## config.mk

```make
export PLATFORM = sky130hd
export DESIGN_NAME = alu_pipe
export DESIGN_NICKNAME = d
export VERILOG_FILES = /design/src/rtl/alu_pkg.sv /design/src/rtl/alu_mul_seq.sv /design/src/rtl/alu_pipe.sv
export SDC_FILE = /design/constraint.sdc
export NUM_CORES = 1
export LEC_CHECK = 0
export CORE_MARGIN = 2
export CORE_UTILIZATION = 55
export CTS_CLUSTER_SIZE = 14
export DETAILED_ROUTE_END_ITERATION = 12
export PLACE_DENSITY = 0.74
export SLEW_MARGIN = 10
export SYNTH_ARGS = -nofsm -noshare
export SYNTH_HDL_FRONTEND = slang
export SYNTH_SLANG_ARGS = --single-unit
```

## constraint.sdc

```tcl
create_clock -name clk -period 3.2 [get_ports clk]
set_clock_uncertainty 0.05 [all_clocks]
set_input_delay 0.96 -clock clk [delete_from_list [all_inputs] [get_ports clk]]
set_output_delay 0.96 -clock clk [all_outputs]
set_load 0.02 [all_outputs]
```

## src/rtl/alu_pkg.sv

```systemverilog
// rtl/alu_pkg.sv - opcode and state types plus the signed-overflow rule shared by alu_pipe
package alu_pkg;

  typedef enum logic [3:0] {
    OP_ADD = 4'd0,
    OP_SUB = 4'd1,
    OP_AND = 4'd2,
    OP_OR  = 4'd3,
    OP_XOR = 4'd4,
    OP_NOT = 4'd5,
    OP_INC = 4'd6,
    OP_DEC = 4'd7,
    OP_MUL = 4'd8,
    OP_SHL = 4'd9,
    OP_SHR = 4'd10,
    OP_SAR = 4'd11
  } op_e;

  // Highest defined opcode; anything above it is reported through err.
  localparam op_e OP_LAST = OP_SAR;

  typedef enum logic {
    IDLE = 1'b0,
    BUSY = 1'b1
  } state_e;

  function automatic logic signed_ovf(input logic a_msb, input logic b_msb,
                                      input logic r_msb, input logic is_sub);
    if (is_sub) return (a_msb != b_msb) && (r_msb != a_msb);
    return (a_msb == b_msb) && (r_msb != a_msb);
  endfunction

endpackage

```

## src/rtl/alu_mul_seq.sv

```systemverilog
// rtl/alu_mul_seq.sv - iterative unsigned shift-add multiplier, one partial product per cycle
module alu_mul_seq #(
  parameter int WIDTH = 8
) (
  input  logic               clk,
  input  logic               rst,
  input  logic               load,
  input  logic [WIDTH-1:0]   a,
  input  logic [WIDTH-1:0]   b,
  output logic               busy,
  output logic               done,
  output logic [2*WIDTH-1:0] product
);

  localparam int CW = $clog2(WIDTH + 1);

  logic [2*WIDTH-1:0] acc_q, acc_d;
  logic [2*WIDTH-1:0] mcand_q;
  logic [WIDTH-1:0]   mplier_q;
  logic [CW-1:0]      cnt_q;
  logic               busy_q;

  assign acc_d = acc_q + (mplier_q[0] ? mcand_q : '0);

  // product carries the final partial sum combinationally so the owner can
  // register it on the same edge the count runs out.
  assign busy    = busy_q;
  assign done    = busy_q && (cnt_q == CW'(1));
  assign product = acc_d;

  always_ff @(posedge clk or negedge rst) begin
    if (!rst) begin
      acc_q    <= '0;
      mcand_q  <= '0;
      mplier_q <= '0;
      cnt_q    <= '0;
      busy_q   <= 1'b0;
    end else if (load) begin
      acc_q    <= '0;
      mcand_q  <= {{WIDTH{1'b0}}, a};
      mplier_q <= b;
      cnt_q    <= CW'(WIDTH);
      busy_q   <= 1'b1;
    end else if (busy_q) begin
      acc_q    <= acc_d;
      mcand_q  <= mcand_q << 1;
      mplier_q <= mplier_q >> 1;
      cnt_q    <= cnt_q - CW'(1);
      if (cnt_q == CW'(1)) busy_q <= 1'b0;
    end
  end

endmodule

```

## src/rtl/alu_pipe.sv

```systemverilog
// rtl/alu_pipe.sv - handshaked ALU with registered result/flags and a sequential multiplier
module alu_pipe
  import alu_pkg::*;
#(
  parameter int WIDTH = 8
) (
  input  logic               clk,
  input  logic               rst,
  input  logic               in_valid,
  output logic               in_ready,
  input  logic [WIDTH-1:0]   a,
  input  logic [WIDTH-1:0]   b,
  input  logic [3:0]         op,
  output logic               out_valid,
  input  logic               out_ready,
  output logic [2*WIDTH-1:0] result,
  output logic               carry,
  output logic               overflow,
  output logic               zero,
  output logic               sign,
  output logic               err
);

  localparam int SW = $clog2(WIDTH);

  state_e             state_q, state_d;
  logic [2*WIDTH-1:0] result_q, result_d;
  logic               carry_q, carry_d;
  logic               overflow_q, overflow_d;
  logic               zero_q, zero_d;
  logic               sign_q, sign_d;
  logic               err_q, err_d;
  logic               out_valid_q, out_valid_d;

  logic               accept;
  logic               mul_load, mul_busy, mul_done;
  logic [2*WIDTH-1:0] mul_product;

  logic [WIDTH:0]     sum_w, diff_w, inc_w, dec_w;
  logic [SW-1:0]      shamt;
  logic [WIDTH-1:0]   lo;
  logic               cy, ov, er, is_mul;

  assign sum_w  = {1'b0, a} + {1'b0, b};
  assign diff_w = {1'b0, a} - {1'b0, b};
  assign inc_w  = {1'b0, a} + (WIDTH+1)'(1);
  assign dec_w  = {1'b0, a} - (WIDTH+1)'(1);
  assign shamt  = b[SW-1:0];

  always_comb begin
    lo     = '0;
    cy     = 1'b0;
    ov     = 1'b0;
    is_mul = 1'b0;
    er     = (op > OP_LAST);
    case (op)
      OP_ADD: begin
        lo = sum_w[WIDTH-1:0];
        cy = sum_w[WIDTH];
        ov = signed_ovf(a[WIDTH-1], b[WIDTH-1], sum_w[WIDTH-1], 1'b0);
      end
      OP_SUB: begin
        lo = diff_w[WIDTH-1:0];
        cy = diff_w[WIDTH];
        ov = signed_ovf(a[WIDTH-1], b[WIDTH-1], diff_w[WIDTH-1], 1'b1);
      end
      OP_AND: lo = a & b;
      OP_OR:  lo = a | b;
      OP_XOR: lo = a ^ b;
      OP_NOT: lo = ~a;
      // INC/DEC treat the implicit operand 1 as b, whose MSB is 0.
      OP_INC: begin
        lo = inc_w[WIDTH-1:0];
        cy = inc_w[WIDTH];
        ov = signed_ovf(a[WIDTH-1], 1'b0, inc_w[WIDTH-1], 1'b0);
      end
      OP_DEC: begin
        lo = dec_w[WIDTH-1:0];
        cy = dec_w[WIDTH];
        ov = signed_ovf(a[WIDTH-1], 1'b0, dec_w[WIDTH-1], 1'b1);
      end
      OP_MUL: is_mul = 1'b1;
      OP_SHL: lo = a << shamt;
      OP_SHR: lo = a >> shamt;
      OP_SAR: lo = WIDTH'($signed(a) >>> shamt);
      default: lo = '0;
    endcase
  end

  assign in_ready = (state_q == IDLE) && !mul_busy && (!out_valid_q || out_ready);
  assign accept   = in_valid && in_ready;

  always_comb begin
    state_d     = state_q;
    result_d    = result_q;
    carry_d     = carry_q;
    overflow_d  = overflow_q;
    zero_d      = zero_q;
    sign_d      = sign_q;
    err_d       = err_q;
    out_valid_d = out_valid_q;
    mul_load    = 1'b0;
    if (out_valid_q && out_ready) out_valid_d = 1'b0;
    case (state_q)
      IDLE: begin
        if (accept && is_mul) begin
          state_d     = BUSY;
          mul_load    = 1'b1;
          out_valid_d = 1'b0;
        end else if (accept) begin
          result_d    = {{WIDTH{1'b0}}, lo};
          carry_d     = cy;
          overflow_d  = ov;
          zero_d      = (lo == '0);
          sign_d      = lo[WIDTH-1];
          err_d       = er;
          out_valid_d = 1'b1;
        end
      end
      BUSY: begin
        if (mul_done) begin
          state_d     = IDLE;
          result_d    = mul_product;
          carry_d     = 1'b0;
          overflow_d  = 1'b0;
          zero_d      = (mul_product == '0);
          sign_d      = mul_product[2*WIDTH-1];
          err_d       = 1'b0;
          out_valid_d = 1'b1;
        end
      end
    endcase
  end

  always_ff @(posedge clk or negedge rst) begin
    if (!rst) begin
      state_q     <= IDLE;
      result_q    <= '0;
      carry_q     <= 1'b0;
      overflow_q  <= 1'b0;
      zero_q      <= 1'b0;
      sign_q      <= 1'b0;
      err_q       <= 1'b0;
      out_valid_q <= 1'b0;
    end else begin
      state_q     <= state_d;
      result_q    <= result_d;
      carry_q     <= carry_d;
      overflow_q  <= overflow_d;
      zero_q      <= zero_d;
      sign_q      <= sign_d;
      err_q       <= err_d;
      out_valid_q <= out_valid_d;
    end
  end

  alu_mul_seq #(.WIDTH(WIDTH)) u_mul (
    .clk     (clk),
    .rst     (rst),
    .load    (mul_load),
    .a       (a),
    .b       (b),
    .busy    (mul_busy),
    .done    (mul_done),
    .product (mul_product)
  );

  assign out_valid = out_valid_q;
  assign result    = result_q;
  assign carry     = carry_q;
  assign overflow  = overflow_q;
  assign zero      = zero_q;
  assign sign      = sign_q;
  assign err       = err_q;

endmodule

```

==> results by group <==
Timing
  – Slew headroom: 0.521
  – Fin worst setup slack: -0.151 ns
  – Final hold slack: between 0.4 and 0.5 ns
  – Final hold violation count: 0
  – Max-slew violations: 0
  – RSZ-0062 raised after global routing: true
  – Min Tclk post-route: about 3.4 ns
  – Worst-margin pin slew: a little over 0.7 ns
  – Period utilization: 1.05
  – Final-report setup violation count: 2
  – FMAX: about 300 MHz

Synthesis
  – Synth Cell Area: 5920 um2
  – Asr flop ratio synth: 1.00
  – Top FF cell, synth: dfrtp_1
  – Synth top area share: 0.287
  – #FFs+latches synth: 68
  – Avg Cell Area, Syn: between 8 and 9 um2
  – Largest cells by area after synthesis: dfrtp_1, ha_1, nand2_1
  – EDFF count, synth: 0
  – Gate count of the mapped netlist: approximately 680
  – Count of cell types in the netlist: between 70 and 80
  – Sequential share of the synthesized area: 0.287
  – Syn nets: 757
  – Cell accounting for the most synthesized area: dfrtp_1
  – Ys Warns: 0

Setup path
  – Critical-path cell list: and2_4, ha_2, fa_2, a21oi_2, o22ai_2, nor2_1, xor2_1, nand3_1, or4_4, nor4b_4, a41o_1
  – Worst Path Arrival: 3.59 ns
  – Worst reg2reg path startpoint: u_mul.mplier_q[0]
  – R2r setup slk: -0.15 ns
  – CP endpoint kind: flop
  – Slowest cell on crit path: or4_4
  – FF-to-FF path depth: 11
  – CP Buf/Inv Count: 0
  – Crit start category: flop
  – Worst EP required: 3.43 ns
  – Worst Setup Path Type: reg2reg
  – Crit path max fanout: 3
  – Top cell family by delay on the critical path: simple AND/OR/NAND/NOR gates
  – Worst stage delay on the critical path: ~0.58 ns
  – R2R Path End: zero

CTS
  – Clock Tree Buf Depth: 2
  – Root buffer cell: clkbuf_8
  – Clock transition at path regs: 0.08 ns
  – Clock Sinks: roughly 70
  – Hold buffers post-CTS: 0
  – Clock latency on the worst-skew pair: roughly 0.36 ns
  – TritonCTS clock tree: yes
  – CTS buffer count: 9
  – H-tree depth: 3

Run status
  – Failing checks: negative setup slack
  – Status: complete, but fails checks

Place
  – Final HPWL DP: 15.8 mm
  – Placed insts: a little under 1k
  – Gpl congestion: slightly above 1
  – Input/output buffers: between 40 and 50
  – Setup WS pre-CTS: -0.803 ns

Layout
  – Commonest non-fill, non-tap cell in the layout: buf_4
  – Layout cells sized above 1: 0.317
  – Final Util: 0.790
  – Ant diodes: 0
  – FILL cells: 685
  – Nets: between 900 and 1k
  – Commonest non-fill, non-tap cells in the layout: buf_4, nand2_1, dfrtp_1, o21ai_0
  – Area grow syn2layout: 38.3%
  – Non-Filler Instances: slightly below 1k

Floorplanning
  – Core ar.: 10400 um2
  – Effective utilization at floorplan: 0.571
  – Die H: 108 um
  – # rows: 37
  – Die area: about 12000 um2
  – Die width: ~110 um
  – Top-Level Pins: 47

Hold path
  – Min-delay worst type: in2async

Route
  – Vias: approximately 6.6k
  – Router iterations before antenna repair: 6
  – Mean number of vias per cell: roughly 6.6
  – Detailed-route DRC error count: 0
  – Post-Route WL: approximately 22 mm
  – Drt wl/cell: between 20 and 25 um
  – ANT nets after route: 0
  – Starting DRT DRC Count: around 800

Global routing
  – Largest net degree at the start of global routing: between 50 and 60
  – GR Overflow Total: 0
  – GRT Util Overall: 0.379
  – Number of global-route vias before repair: about 6.3k
  – Initial antenna violation count: 0
  – Global-route wire length before repair: 33.8 mm

Power
  – Peak VDD IR: about 0.62 mV
  – Leak Pwr: 3.78 nW
  – Total power divided by cell area: ~550 nW/um2
  – Tot Pwr: 4.47 mW

Job
  – Maxcap violations: 0
[through the flow]
step | cell area (um2) | setup TNS (ns)
2_1_floorplan | 6100 | -0.105
4_1_cts | 8000 | 0
6_report | 8190 | -0.168
3_5_place_dp | 7570 | -11.75
5_1_grt | 8190 | -0.862
3_3_place_gp | 7570 | -9.79
[routing by layer]
metal | track usage | vias up | wire (um) | share of wire
li1 | - | 2882 | - | -
met1 | 0.529 | 3133 | 9060 | 0.41
met2 | 0.580 | 475 | 10100 | 0.45
met3 | 0.0751 | 108 | 2230 | 0.10
met4 | 0.148 | 0 | 972 | 0.043
met5 | 0 | - | 0 | 0
[worst max-delay path by stage]
stage / from / to / slack, ns / cells after the start
global route: u_mul.mplier_q[0] / zero / -0.38 / 11
floorplan: a[0] / zero / -0.10 / 11
CTS: a[1] / zero / 0.0007 / 10
finish: u_mul.mplier_q[0] / zero / -0.15 / 11
detailed placement: a[0] / result[6] / -0.80 / 11
global placement: a[0] / zero / -0.72 / 10
[Yosys cell counts (10+ instances only)]
cell type and number:
nand2_1 84, dfrtp_1 68, ha_1 47, o21ai_0 44, nor2_1 37, inv_1 33, clkbuf_1 27, a21oi_1 26
a221o_1 18, buf_2 18, and2_1 17, nand3_1 17, a22o_1 16, nor3_1 16, xnor2_1 12, mux4_2 10
[registers in the layout (all words and copies together), names as in the netlist, 4 cells and up]
register / cells
result: 16
u_mul.acc_q: 16
u_mul.mcand_q: 16
u_mul.mplier_q: 8
u_mul.cnt_q: 4
[layout make-up]
class                      instances  area (um2)  area share
clock buffer                      10         128      0.0156
multi-input combinational        532        4200       0.513
tap                              136         170      0.0208
sequential                        68        1700       0.208
clock inverter                     6         113      0.0137
timing repair buffer             209        1740       0.213
inverter                          34         135      0.0165
[logic make-up (layout without fill, tap and decap cells)]
group           after synthesis  after routing  synth area share
mux                          22             22            0.0594
compound gates              193            193             0.234
xor+xnor                     21             21            0.0311
simple gates                246            246             0.219
fa+ha+maj                    50             50             0.109
flops                        68             68             0.287
buf+inv                      83            259            0.0596
[worst reg2reg max path: cells and delay by family, from the launching register on]
| kind | cells | cell delay [ns] |
|---|---|---|
| simple gates | 5 | 1.31 |
| flops | 1 | 0.41 |
| compound gates | 3 | 0.61 |
| fa+ha+maj | 2 | 0.59 |
| xor+xnor | 1 | 0.32 |
[power by group]
group | total [mW] | switching, mW | internal, mW
Combinational | 2.18 | 1.25 | 0.927
Clock | 0.884 | 0.364 | 0.520
Sequential | 1.40 | 0.250 | 1.15
Total | 4.47 | 1.87 | 2.60
[repair_timing]
item	in CTS	in global routing
endpoints found under the setup margin	18	15
endpoints found under the hold margin	0	0
gates resized for setup	79	32
pin swaps	24	26
setup buffers	10	7
cloned	0	0
(Power assumes the default switching activity.)
